[src/rtl/fb_pkg.sv]
// Shared frame-store bus types and geometry.
// Used by the responder, its interface and the bench.
package fb_pkg;

    typedef enum logic [1:0] {
        IDLE,
        ACCESS,
        ACK
    } fsr_state_t;

    localparam int FB_WIDTH  = 640;
    localparam int FB_HEIGHT = 480;
    localparam int FB_WORDS  = FB_WIDTH * FB_HEIGHT / 4;
    localparam int DE_ADDR_W = 18;
    localparam int DE_DATA_W = 32;
    localparam int WS_W      = 4;

endpackage

[src/rtl/frame_store_responder_if.sv]
// Drawing-engine frame-store request bus.
// The initiator drives req/fields, the responder drives ack/read data.
interface frame_store_responder_if #(
    parameter int ADDR_W = 18
);
    import fb_pkg::*;

    logic                 de_req;
    logic                 de_ack;
    logic [ADDR_W-1:0]    de_addr;
    logic [3:0]           de_nbyte;
    logic                 de_rnw;
    logic [DE_DATA_W-1:0] de_w_data;
    logic [DE_DATA_W-1:0] de_r_data;

    modport master (
        output de_req,
        output de_addr,
        output de_nbyte,
        output de_rnw,
        output de_w_data,
        input  de_ack,
        input  de_r_data
    );

    modport slave (
        input  de_req,
        input  de_addr,
        input  de_nbyte,
        input  de_rnw,
        input  de_w_data,
        output de_ack,
        output de_r_data
    );

endinterface

[src/rtl/fsr_wait_timer.sv]
// Loadable down-counter with zero flag.
// Load has priority over decrement; it stops at zero.
module fsr_wait_timer #(
    parameter int W = 4
) (
    input  logic         clk,
    input  logic         rst_n,
    input  logic         i_load,
    input  logic [W-1:0] i_val,
    input  logic         i_dec,
    output logic         o_zero
);

    logic [W-1:0] r_cnt;

    always_ff @(posedge clk or negedge rst_n) begin
        if (!rst_n) begin
            r_cnt <= '0;
        end else if (i_load) begin
            r_cnt <= i_val;
        end else if (i_dec && (r_cnt != '0)) begin
            r_cnt <= r_cnt - 1'b1;
        end
    end

    assign o_zero = (r_cnt == '0);

endmodule

[src/rtl/frame_store_responder.sv]
// Frame-store bus responder: one word per request onto a
// byte-lane SRAM port with wait states, range check and counter.
module frame_store_responder
    import fb_pkg::*;
#(
    parameter int WAIT_STATES = 1,
    parameter int FB_WORDS    = fb_pkg::FB_WORDS,
    parameter int ADDR_W      = DE_ADDR_W,
    parameter int CNT_W       = 16
) (
    input  logic                 clk,
    input  logic                 rst_n,
    frame_store_responder_if.slave de,
    output logic                 sram_cs,
    output logic                 sram_we,
    output logic [3:0]           sram_be,
    output logic [ADDR_W-1:0]    sram_addr,
    output logic [DE_DATA_W-1:0] sram_wdata,
    input  logic [DE_DATA_W-1:0] sram_rdata,
    output logic                 err_flag,
    input  logic                 err_clr,
    output logic [CNT_W-1:0]     xfer_count
);

    localparam logic [WS_W-1:0]   WS  = WS_W'(WAIT_STATES);
    localparam logic [ADDR_W-1:0] LIM = ADDR_W'(FB_WORDS);

    fsr_state_t r_state;
    fsr_state_t w_next;

    logic w_accept;
    logic w_done;
    logic w_zero;
    logic w_oor;
    logic w_live;

    logic                 r_ack;
    logic                 r_cs;
    logic                 r_we;
    logic                 r_rnw;
    logic                 r_oor;
    logic [3:0]           r_be;
    logic [ADDR_W-1:0]    r_addr;
    logic [DE_DATA_W-1:0] r_wdata;
    logic [DE_DATA_W-1:0] r_rdata;
    logic                 r_err;
    logic [CNT_W-1:0]     r_cnt;

    // A live access touches the SRAM; out-of-range and
    // no-lane writes only run the timing.
    assign w_oor  = (de.de_addr >= LIM);
    assign w_live = !w_oor &&
                    (de.de_rnw || (de.de_nbyte != 4'hF));

    always_ff @(posedge clk or negedge rst_n) begin
        if (!rst_n) begin
            r_state <= IDLE;
        end else begin
            r_state <= w_next;
        end
    end

    always_comb begin
        w_next   = r_state;
        w_accept = 1'b0;
        w_done   = 1'b0;
        unique case (r_state)
            IDLE: begin
                if (de.de_req) begin
                    w_next   = ACCESS;
                    w_accept = 1'b1;
                end
            end
            ACCESS: begin
                if (w_zero) begin
                    w_next = ACK;
                    w_done = 1'b1;
                end
            end
            ACK: begin
                w_next = IDLE;
            end
            default: begin
                w_next = IDLE;
            end
        endcase
    end

    fsr_wait_timer #(
        .W (WS_W)
    ) u_timer (
        .clk    (clk),
        .rst_n  (rst_n),
        .i_load (w_accept),
        .i_val  (WS),
        .i_dec  (r_state == ACCESS),
        .o_zero (w_zero)
    );

    always_ff @(posedge clk or negedge rst_n) begin
        if (!rst_n) begin
            r_we    <= 1'b0;
            r_rnw   <= 1'b1;
            r_oor   <= 1'b0;
            r_be    <= 4'h0;
            r_addr  <= '0;
            r_wdata <= '0;
        end else if (w_accept) begin
            r_we    <= ~de.de_rnw;
            r_rnw   <= de.de_rnw;
            r_oor   <= w_oor;
            r_be    <= de.de_rnw ? 4'hF : ~de.de_nbyte;
            r_addr  <= de.de_addr;
            r_wdata <= de.de_w_data;
        end
    end

    always_ff @(posedge clk or negedge rst_n) begin
        if (!rst_n) begin
            r_cs    <= 1'b0;
            r_ack   <= 1'b0;
            r_rdata <= '0;
        end else begin
            r_ack <= w_done;
            if (w_accept) begin
                r_cs <= w_live;
            end else if (w_done) begin
                r_cs <= 1'b0;
            end
            if (w_done && r_rnw) begin
                r_rdata <= r_oor ? '0 : sram_rdata;
            end
        end
    end

    // A new error in the ACK cycle beats a simultaneous clear.
    always_ff @(posedge clk or negedge rst_n) begin
        if (!rst_n) begin
            r_err <= 1'b0;
            r_cnt <= '0;
        end else begin
            if ((r_state == ACK) && r_oor) begin
                r_err <= 1'b1;
            end else if (err_clr) begin
                r_err <= 1'b0;
            end
            if (r_state == ACK) begin
                r_cnt <= r_cnt + 1'b1;
            end
        end
    end

    assign de.de_ack    = r_ack;
    assign de.de_r_data = r_rdata;
    assign sram_cs      = r_cs;
    assign sram_we      = r_we;
    assign sram_be      = r_be;
    assign sram_addr    = r_addr;
    assign sram_wdata   = r_wdata;
    assign err_flag     = r_err;
    assign xfer_count   = r_cnt;

endmodule

[src/flat_wrapper.sv]
// flat-port wrapper written by rule: the top's interface ports become plain ports
module frame_store_responder_flat import fb_pkg::*;
#(
    parameter int WAIT_STATES = 1,
    parameter int FB_WORDS    = fb_pkg::FB_WORDS,
    parameter int ADDR_W      = DE_ADDR_W,
    parameter int CNT_W       = 16
)
  (clk, rst_n, sram_cs, sram_we, sram_be, sram_addr, sram_wdata, sram_rdata, err_flag, err_clr, xfer_count, de_de_req, de_de_addr, de_de_nbyte, de_de_rnw, de_de_w_data, de_de_ack, de_de_r_data);
  frame_store_responder_if #(.ADDR_W(ADDR_W)) de_i ();
  input  logic clk;
  input  logic rst_n;
  output logic sram_cs;
  output logic sram_we;
  output logic [3:0] sram_be;
  output logic [ADDR_W-1:0] sram_addr;
  output logic [DE_DATA_W-1:0] sram_wdata;
  input  logic [DE_DATA_W-1:0] sram_rdata;
  output logic err_flag;
  input  logic err_clr;
  output logic [CNT_W-1:0] xfer_count;
  input wire logic [$bits(de_i.de_req)-1:0] de_de_req;
  input wire logic [$bits(de_i.de_addr)-1:0] de_de_addr;
  input wire logic [$bits(de_i.de_nbyte)-1:0] de_de_nbyte;
  input wire logic [$bits(de_i.de_rnw)-1:0] de_de_rnw;
  input wire logic [$bits(de_i.de_w_data)-1:0] de_de_w_data;
  output wire logic [$bits(de_i.de_ack)-1:0] de_de_ack;
  output wire logic [$bits(de_i.de_r_data)-1:0] de_de_r_data;
  assign de_i.de_req = de_de_req;
  assign de_i.de_addr = de_de_addr;
  assign de_i.de_nbyte = de_de_nbyte;
  assign de_i.de_rnw = de_de_rnw;
  assign de_i.de_w_data = de_de_w_data;
  assign de_de_ack = de_i.de_ack;
  assign de_de_r_data = de_i.de_r_data;
  frame_store_responder #(.WAIT_STATES(WAIT_STATES), .FB_WORDS(FB_WORDS), .ADDR_W(ADDR_W), .CNT_W(CNT_W)) u_core (.clk(clk), .rst_n(rst_n), .de(de_i), .sram_cs(sram_cs), .sram_we(sram_we), .sram_be(sram_be), .sram_addr(sram_addr), .sram_wdata(sram_wdata), .sram_rdata(sram_rdata), .err_flag(err_flag), .err_clr(err_clr), .xfer_count(xfer_count));
endmodule
[config.mk]
export PLATFORM = sky130hd
export DESIGN_NAME = frame_store_responder_flat
export DESIGN_NICKNAME = d
export VERILOG_FILES = /design/src/rtl/fb_pkg.sv /design/src/rtl/frame_store_responder_if.sv /design/src/rtl/fsr_wait_timer.sv /design/src/rtl/frame_store_responder.sv /design/src/flat_wrapper.sv
export SDC_FILE = /design/constraint.sdc
export NUM_CORES = 1
export LEC_CHECK = 0
export BUFFER_PORTS_ARGS = -buffer_cell sky130_fd_sc_hd__buf_4
export CORE_UTILIZATION = 48
export CTS_BUF_LIST = sky130_fd_sc_hd__clkbuf_16
export DETAILED_ROUTE_END_ITERATION = 12
export PLACE_DENSITY_LB_ADDON = 0.2
export SLEW_MARGIN = 5
export SYNTH_ARGS = -nofsm -noshare
export SYNTH_HDL_FRONTEND = slang
export SYNTH_HIERARCHICAL = 1
export SYNTH_SLANG_ARGS = --single-unit
[constraint.sdc]
create_clock -name clk -period 2 [get_ports clk]
set_input_delay 0.2 -clock clk [delete_from_list [all_inputs] [get_ports clk]]
set_output_delay 0.2 -clock clk [all_outputs]
set_load 0.02 [all_outputs]
==> results of run 1 <==
-- state kept, by name, indices dropped and copies added, names as in the netlist --
signal / count
u_core/sram_be: 4
u_core/err_flag: 1
u_core/u_timer/r_cnt: 4
u_core/de.de_r_data: 32
u_core/sram_addr: 18
u_core/sram_cs: 1
u_core/r_rnw: 1
u_core/sram_we: 1
u_core/r_state: 2
u_core/r_oor: 1
u_core/sram_wdata: 32
u_core/de.de_ack: 1
u_core/xfer_count: 16
-- power groups by stage --
stage	Clock (µW)	Sequential, µW	Combinational (µW)
floorplan	0	4980	1510
global placement	0	3890	4520
detailed placement	0	3930	4670
CTS	2920	3920	4760
global route	3030	4050	5190
finish	2860	3930	4780
-- critical path, stage by stage, from the launching register on --
cell     delay (ns)
dfrtp_1        0.41
inv_1          0.08
ha_1           0.20
nor3b_4        0.23
and3b_1        0.26
nand2_2        0.09
buf_12         0.18
o21ai_0        0.24
-- layout make-up --
type / count / area, µm²
repair buffers: 254 / 2050
well taps: 129 / 161
clock buffers: 17 / 425
flip-flops and latches: 114 / 2850
fillers: 629 / 1980
multi-input cells: 340 / 1680
inverters: 7 / 26.3
clock inverters: 15 / 144
-- layout by cell type (no fill, tap or decap), drive strengths merged, types with 2 or more instances in the layout --
cell type and n:
a31oi 3, and3 2, and3b 2, and4 3, buf 205, bufinv 2
clkbuf 17, clkinv 6, clkinvlp 5, conb 4, dfrtp 113, dlygate4sd3 49
ha 2, inv 9, nand2 196, nand2b 34, nand3 4, nand4 6
nor2 8, nor2b 2, nor3 3, nor3b 2, o21a 2, o21ai 40
xnor2 11, xor2 4
-- worst min-delay path by stage --
stage	endpoint	cells past startpoint	slack, ns
global route	u_core/sram_be[1]	2	0.0005
global placement	u_core/de.de_r_data[2]	1	0.20
finish	u_core/sram_wdata[23]	3	0.02
floorplan	u_core/de.de_ack	0	-0.1
detailed placement	u_core/de.de_r_data[2]	1	0.20
CTS	u_core/sram_wdata[23]	3	0.002
-- repair_timing --
action / 4_1_cts / 5_1_grt
gates resized for setup: 0 / 1
hold buffers: 49 / 0
endpoints found under the hold margin: 82 / 0
buffers inserted: 0 / 1
setup endpoints to repair: 0 / 32
-- kinds of logic (layout without fill, tap and decap cells) --
| group | after synthesis | after routing | share of synthesized area |
|---|---|---|---|
| AOI/OAI and AO/OA | 52 | 52 | 0.0637 |
| xor gates and xnor gates | 15 | 15 | 0.0282 |
| adders and majority gates | 2 | 2 | 0.00538 |
| buffers and inverters | 30 | 293 | 0.0288 |
| DFF | 114 | 114 | 0.613 |
| muxes | 1 | 1 | 0.00242 |
| other | 2 | 4 | 0.00161 |
| and+or+nand+nor | 266 | 266 | 0.257 |
-- per-stage QoR --
stage / hold WS [ns] / setup slack, ns
floorplan: -0.0956 / 0.327
global placement: 0.196 / 0.260
detailed placement: 0.204 / 0.111
CTS: 0.00218 / 0.0591
global route: 0.000509 / 0.109
finish: 0.0150 / 0.198
-- metal layers --
| metal | share of wire | up-vias | wire length (µm) |
|---|---|---|---|
| met4 | 0.028 | 0 | 351 |
| met3 | 0.054 | 33 | 684 |
| met1 | 0.39 | 2029 | 5000 |
| li1 | - | 2045 | - |
| met2 | 0.53 | 145 | 6680 |
| met5 | 0 | - | 0 |
==> out/metrics.cfg, run 1 <==
[outcome]
outcome = completed

[grt]
grt_use_met1 = 0.303
grt_use_met2 = 0.453
grtUsageMet3 = 0.0756
overflow = 0
grt_pass1_wl_um = 20200
grt_max_degree = 65
grt_use_total = 0.262
antenna_found_initial = 0
grt_pass1_vias = 4355
grt_busiest_layer = met2

[floorplanning]
die-width_um = 100
initial_core_util = 0.499
io_pins = 197
die_h_um = 100
rows = 35
core_area_um2 = 9330
die-area_um2 = 10100

[place]
dpl_cell_area_um2 = 6270
dp_cells = 794
gp_congestion = 0.758
numPortBuffers = 196
dp_hpwl_um = 8110

[final_layout]
post-route-util = 0.788
final_nets = 827
postLayoutCellArea_um2 = 7350
diodes = 0
final_cells = 876
syn2layout_area_growth_pct = 57.9
drive_gt1_frac = 0.331

[timing]
slew_viol_final = 0
fmaxAchievable_mhz = 555
finClkSkew_ns = 0.00855
tightest_slew_ns = 0.591
fin_crit_ns = 1.80
hold_viol_final = 0
finalSetupViolCount = 0
final.period_utilization = 0.901
rsz0062_at_grt = no
relSlewSlack = 0.606
tns_ns = 0

[worst_setup_path]
startpoint_type = flop
crit_end = u_core/de.de_r_data[17]
critPathLaunch = u_core/u_timer/r_cnt[0]
path_class = reg -> reg
crit_fanout = 64
ff2ff_setup_slack_ns = 0.20
cp_data_required_time_ns = 2.30
r2r_cells = 7
end_kind = flop
timing.rr.start = u_core/u_timer/r_cnt[0]
critical_path_arrival_ns = 2.10
reg2reg_to = u_core/de.de_r_data[17]

[min_path]
hold_path_class = in -> reg
min-delay-start = de_de_w_data[23]

[synthesis]
synth_commonest_cells = 195 x nand2_1, 113 x dfrtp_1, 40 x o21ai_0
synth_seq_cells = 114
synth-seq-area-share = 0.613
synth_top_cell_by_area = dfrtp_1
synth-edff-count = 0
synth-async-reset-ratio = 1.00
synth.area.top_cells = dfrtp_1 61%, nand2_1 16%, nand2b_1 4.6%
synth_area_per_cell_um2 = 9.66
yosysWarnings = 6
synth_cells = 482
synth_most_common_cell = nand2_1
synth_ff_type = dfrtp_1
synth_cell_types = 43
synth.top_cell.area_share = 0.608
syn-cell-area_um2 = 4650

[power]
p_leak_uw = 0.00383
peakVddDrop_mv = 0.737
seqPwrFrac = 0.340
power.total_uw = 11600
p_int_uw = 7160
p_per_area_nw_per_um2 = 1580
power.switching_uw = 4420
power_frac_clock = 0.247
comb_power_share = 0.413
p_sw_frac = 0.381

[drt]
wire_per_inst_um = 14.5
ant_nets = 0
drt-vias-per-instance = 4.85
dr.pass1.iters = 5
routed_wl_um = 12700
drcViolationCount = 0
vias = 4252
drt_iter0_markers = 156

[clocking]
clock_latency_ns = 0.40
cts.sink_count = 114
clkTransAtPathRegs_ns = 0.06
numCtsBuffers = 17
cts-root-buf = clkbuf_16
cts_tree = built
cts_max_level = 4
clock_path_buffers = 2

[job]
maxCapViolCount = 0

No activity file was read; power rests on OpenSTA's default activity.
==> inputs of run 2 (changes only) <==
--- a/config.mk
+++ b/config.mk
@@ -6,9 +6,11 @@
 export NUM_CORES = 1
 export LEC_CHECK = 0
 export BUFFER_PORTS_ARGS = -buffer_cell sky130_fd_sc_hd__buf_4
+export CAP_MARGIN = 10
 export CORE_UTILIZATION = 48
 export CTS_BUF_LIST = sky130_fd_sc_hd__clkbuf_16
 export DETAILED_ROUTE_END_ITERATION = 12
+export HOLD_SLACK_MARGIN = 0.06
 export PLACE_DENSITY_LB_ADDON = 0.2
 export SLEW_MARGIN = 5
 export SYNTH_ARGS = -nofsm -noshare
==> run 2 against run 1 <==
Compared with the run above: worst setup slack worse by 0.011 ns; utilization is 2.1 points higher; sequential share of layout area is 1.0 points lower; maximum frequency is 0.61% lower; first-iteration DRC count is 8.3% higher; count of clock-buffer cells in the layout stayed put; clock power hardly changed; final cell count is 2.3% higher; sequential cell count stayed put; via count is 3.5% higher; highest routed layer unchanged.
==> out/metrics.cfg, run 2 (synthesis results as in run 1) <==
[timing]
finClkSkew_ns = 0.00818
fin_crit_ns = 1.81
rsz0062_at_grt = no
fmaxAchievable_mhz = 552
finalSetupViolCount = 0
tightest_slew_ns = 0.610
slew_viol_final = 0
final.period_utilization = 0.906
hold_viol_final = 0
tns_ns = 0
relSlewSlack = 0.593

[drt]
ant_nets = 0
drcViolationCount = 0
dr.pass1.iters = 4
vias = 4400
drt-vias-per-instance = 4.91
drt_iter0_markers = 169
wire_per_inst_um = 14.9
routed_wl_um = 13300

[grt]
overflow = 0
grt_max_degree = 65
grt_pass1_vias = 4550
grt_pass1_wl_um = 21300
grt_busiest_layer = met2
grt_use_met1 = 0.315
grt_use_met2 = 0.474
grtUsageMet3 = 0.0652
antenna_found_initial = 0
grt_use_total = 0.275

[clocking]
clkTransAtPathRegs_ns = 0.05
cts-root-buf = clkbuf_16
cts.sink_count = 114
cts_tree = built
clock_path_buffers = 2
clock_latency_ns = 0.40
cts_max_level = 4
numCtsBuffers = 17

[final_layout]
final_nets = 847
drive_gt1_frac = 0.322
multi_input_area_um2 = 1680
seq_area_um2 = 2850
syn2layout_area_growth_pct = 62.2
diodes = 0
fillerInstances = 596
final_common_cell = buf_4
most-common-layout-cells = 203 x buf_4, 194 x nand2_1, 113 x dfrtp_1

[power]
p_per_area_nw_per_um2 = 1550
power.total_uw = 11700
p_leak_uw = 0.00391
peakVddDrop_mv = 0.763

[min_path]
hold_path_class = in -> reg
holdPathStages = 3

[place]
dp_hpwl_um = 8110
gp_congestion = 0.758
numPortBuffers = 196

[floorplanning]
core_area_um2 = 9330
die-area_um2 = 10100
die-width_um = 100
initial_core_util = 0.499
die_h_um = 100
io_pins = 197
rows = 35

[worst_setup_path]
max_stage_delay_ns = 0.41
end_kind = flop
crit_fanout = 64
cp_data_required_time_ns = 2.30
r2r_cells = 7
path_class = reg -> reg
crit_chain = inv_1 > ha_1 > nor3b_4 > and3b_1 > nand2_2 > buf_12 > o21ai_0
cp_slowest_cell = dfrtp_1
path_buf_inv = 2
startpoint_type = flop
critical_path_arrival_ns = 2.11
cp.depth = 7
path_delay_family = simple AND/OR/NAND/NOR gates

[outcome]
outcome = completed

[job]
maxCapViolCount = 0

-- run 2: cell type report --
cell class                 count  share of cell area
sequential                   114               0.378
timing repair buffer         274               0.299
multi-input combinational    340               0.223
clock buffer                  17              0.0564
tap                          129              0.0214
clock inverter                15              0.0191
inverter                       7             0.00348
-- run 2: report_power, final --
part / switching [µW] / internal (µW) / leakage [µW] / total [µW]
combinational: 2790 / 2070 / 0.00222 / 4850
clock: 1060 / 1820 / 0.000272 / 2880
sequential: 642 / 3300 / 0.00141 / 3950
total: 4490 / 7190 / 0.00391 / 11700
-- run 2: worst paths after layout --
| kind | from | endpoint | slack, ns |
|---|---|---|---|
| min reg2reg | u_core/sram_wdata[8] | u_core/sram_wdata[8] | 0.47 |
| max | u_core/u_timer/r_cnt[0] | u_core/de.de_r_data[8] | 0.19 |
| max reg2reg | u_core/u_timer/r_cnt[0] | u_core/de.de_r_data[8] | 0.19 |
| max in group asynchronous | rst_n | u_core/sram_we | 0.95 |
| min in group asynchronous | rst_n | u_core/de.de_r_data[2] | 0.30 |
| min | sram_rdata[20] | u_core/de.de_r_data[20] | 0.07 |
-- run 2: timing repair --
| item | CTS | global route |
|---|---|---|
| hold buffers | 69 | 0 |
| resized for setup | 0 | 1 |
| setup endpoints to repair | 0 | 32 |
| buffers inserted | 0 | 1 |
| hold endpoints to repair | 102 | 0 |
-- run 2: metal layers --
layer | vias up | share of wire
met1 | 2109 | 0.39
met5 | - | 0
met3 | 37 | 0.050
met2 | 166 | 0.52
met4 | 0 | 0.036
li1 | 2088 | -
-- run 2: metrics by stage --
stage          cell area, µm²  setup slack (ns)  hold WS [ns]  utilization  cells
4_1_cts                  7530            0.0591        0.0619        0.808    895
2_1_floorplan            4660             0.327       -0.0956            -    484
6_report                 7550             0.187        0.0731        0.809    896
3_5_place_dp             6270             0.111         0.204        0.673    794
3_3_place_gp             6270             0.260         0.196        0.673    794
5_1_grt                  7550            0.0841        0.0666        0.809    896
-- run 2: worst min-delay path, stage by stage --
cell      delay, ns
buf_4          0.11
nand2b_1       0.06
o21ai_0        0.07
==> inputs of run 3 (changes only) <==
--- a/config.mk
+++ b/config.mk
@@ -12,7 +12,7 @@
 export DETAILED_ROUTE_END_ITERATION = 12
 export HOLD_SLACK_MARGIN = 0.06
 export PLACE_DENSITY_LB_ADDON = 0.2
-export SLEW_MARGIN = 5
+export SLEW_MARGIN = 20
 export SYNTH_ARGS = -nofsm -noshare
 export SYNTH_HDL_FRONTEND = slang
 export SYNTH_HIERARCHICAL = 1
==> constraint.sdc (replaced) <==
create_clock -name clk -period 2 [get_ports clk]
set_input_delay 0.1 -clock clk [delete_from_list [all_inputs] [get_ports clk]]
set_output_delay 0.1 -clock clk [all_outputs]
set_load 0.02 [all_outputs]
==> run 3 against run 2 <==
Compared with the run above: routed wire length up 11%; power up 4.2%; the flow now finishes with violations (setup timing); via count up 3.9%; largest cell class unchanged; count of clock-buffer cells in the layout unchanged; global-route usage up 2.0 points; register-to-register slack worse by 0.19 ns; maximum frequency down 9.4%.
==> out/metrics.cfg, run 3 (synthesis results as in run 1) <==
[outcome]
outcome = finished, violations left
violations = setup timing

[power]
comb_power_share = 0.416
p_sw_frac = 0.383
power_frac_clock = 0.259
p_int_uw = 7510
power.total_uw = 12200
power.switching_uw = 4660
peakVddDrop_mv = 0.825
p_per_area_nw_per_um2 = 1560
p_leak_uw = 0.00401
seqPwrFrac = 0.326

[timing]
finClkSkew_ns = 0.00759
relSlewSlack = 0.592
tightest_slew_ns = 0.612
fin_ws_ns = -0.00102
hold_viol_final = 0
fmaxAchievable_mhz = 500
tns_ns = -0.00102
hold_slack_ns = 0.0697
final.period_utilization = 1.00
finalSetupViolCount = 1
slew_viol_final = 0
fin_crit_ns = 2.00

[clocking]
clkTransAtPathRegs_ns = 0.05
cts.sink_count = 114
cts_tree = built
cts_max_level = 4
cts-root-buf = clkbuf_16
clock_latency_ns = 0.41
clock_path_buffers = 2
numCtsBuffers = 17

[place]
pre_cts_slack_ns = 0.0764
gp_congestion = 0.751
numPortBuffers = 196
dp_hpwl_um = 7800
dp_cells = 793

[worst_setup_path]
path_class = reg -> reg
critical_path_arrival_ns = 2.29
path_buf_inv = 2
cp_slowest_cell = dfrtp_1
path_delay_family = simple AND/OR/NAND/NOR gates
crit_chain = inv_1 > ha_1 > nor3b_4 > and3b_2 > nand2_2 > buf_12 > o21ai_1
end_kind = flop
crit_fanout = 64
max_stage_delay_ns = 0.43
cp_data_required_time_ns = 2.29
startpoint_type = flop

[final_layout]
most-common-layout-cells = 203 x buf_4, 194 x nand2_1, 113 x dfrtp_1
final_common_cell = buf_4
seq_area_um2 = 2850
final_cells = 918
drive_gt1_frac = 0.313
final_nets = 868
multi_input_area_um2 = 1680
syn2layout_area_growth_pct = 67.9
fillerInstances = 499

[min_path]
hold_path_class = in -> reg

[grt]
grt_pass1_wl_um = 22500
grt_max_degree = 115
antenna_found_initial = 0
grt_pass1_vias = 4659
overflow = 0
grt_use_total = 0.295

[drt]
routed_wl_um = 14800
drt-vias-per-instance = 4.98
wire_per_inst_um = 16.1
drcViolationCount = 0
dr.pass1.iters = 5
ant_nets = 0
drt_iter0_markers = 242
vias = 4571

[job]
maxCapViolCount = 0

[floorplanning]
initial_core_util = 0.499
rows = 35
die-area_um2 = 10100
io_pins = 197
core_area_um2 = 9330
die_h_um = 100
die-width_um = 100

## run 3: cell count changes in the layout (fill, tap and decap cells not counted), moves of 2 or more
cell           change
bufinv_16          +2
clkinv_1           +2
clkinv_2           -3
dlygate4sd3_1     +20
o21ai_0            -2
o21ai_1            +2
## run 3: power by group through the flow
stage / Sequential [µW] / Combinational, µW / Clock (µW)
6_report: 3970 / 5060 / 3150
5_1_grt: 4070 / 5400 / 3280
4_1_cts: 3920 / 4840 / 3170
3_5_place_dp: 3920 / 4660 / 0
3_3_place_gp: 3890 / 4520 / 0
2_1_floorplan: 4980 / 1510 / 0
## run 3: path summary, 6_finish.rpt
path / slack [ns] / startpoint / to / depth (start not counted)
min in group asynchronous: 0.32 / rst_n / u_core/de.de_r_data[31] / 3
worst min-delay path: 0.07 / de_de_nbyte[2] / u_core/sram_be[2] / 3
worst max register to register: -0.001 / u_core/u_timer/r_cnt[0] / u_core/de.de_r_data[20] / 7
max in group asynchronous: 1.20 / rst_n / u_core/sram_wdata[23] / 3
worst max-delay path: -0.001 / u_core/u_timer/r_cnt[0] / u_core/de.de_r_data[20] / 7
worst min register to register: 0.47 / u_core/sram_wdata[16] / u_core/sram_wdata[16] / 2
## run 3: layout make-up
type | instances | area share
timing repair buffer | 295 | 0.316
clock inverter | 15 | 0.0245
multi-input combinational | 340 | 0.215
antenna | 1 | 0.000320
inverter | 7 | 0.00352
tap | 129 | 0.0206
clock buffer | 17 | 0.0544
sequential | 114 | 0.365
## run 3: routing by layer
layer  track usage  wire length, µm  up-vias
met3        0.0728              785       45
li1              -                -     2129
met4         0.137              478        0
met5             0                0        -
met1         0.324             5530     2209
met2         0.535             8030      188
## run 3: what timing repair did
item	CTS	global route
hold endpoints to repair	203	0
setup buffers	0	3
hold buffers	89	0
gates resized for setup	0	7
setup endpoints to repair	0	33
## run 3: stage by stage
stage / instance area, µm² / utilization
5_1_grt: 7810 / 0.838
4_1_cts: 7770 / 0.834
6_report: 7820 / 0.838
3_5_place_dp: 6270 / 0.672
3_3_place_gp: 6270 / 0.672
2_1_floorplan: 4660 / -
## run 3: worst min-delay path: stages
cell and delay [ns]:
buf_4 0.08, nor2b_1 0.16, o21ai_0 0.09
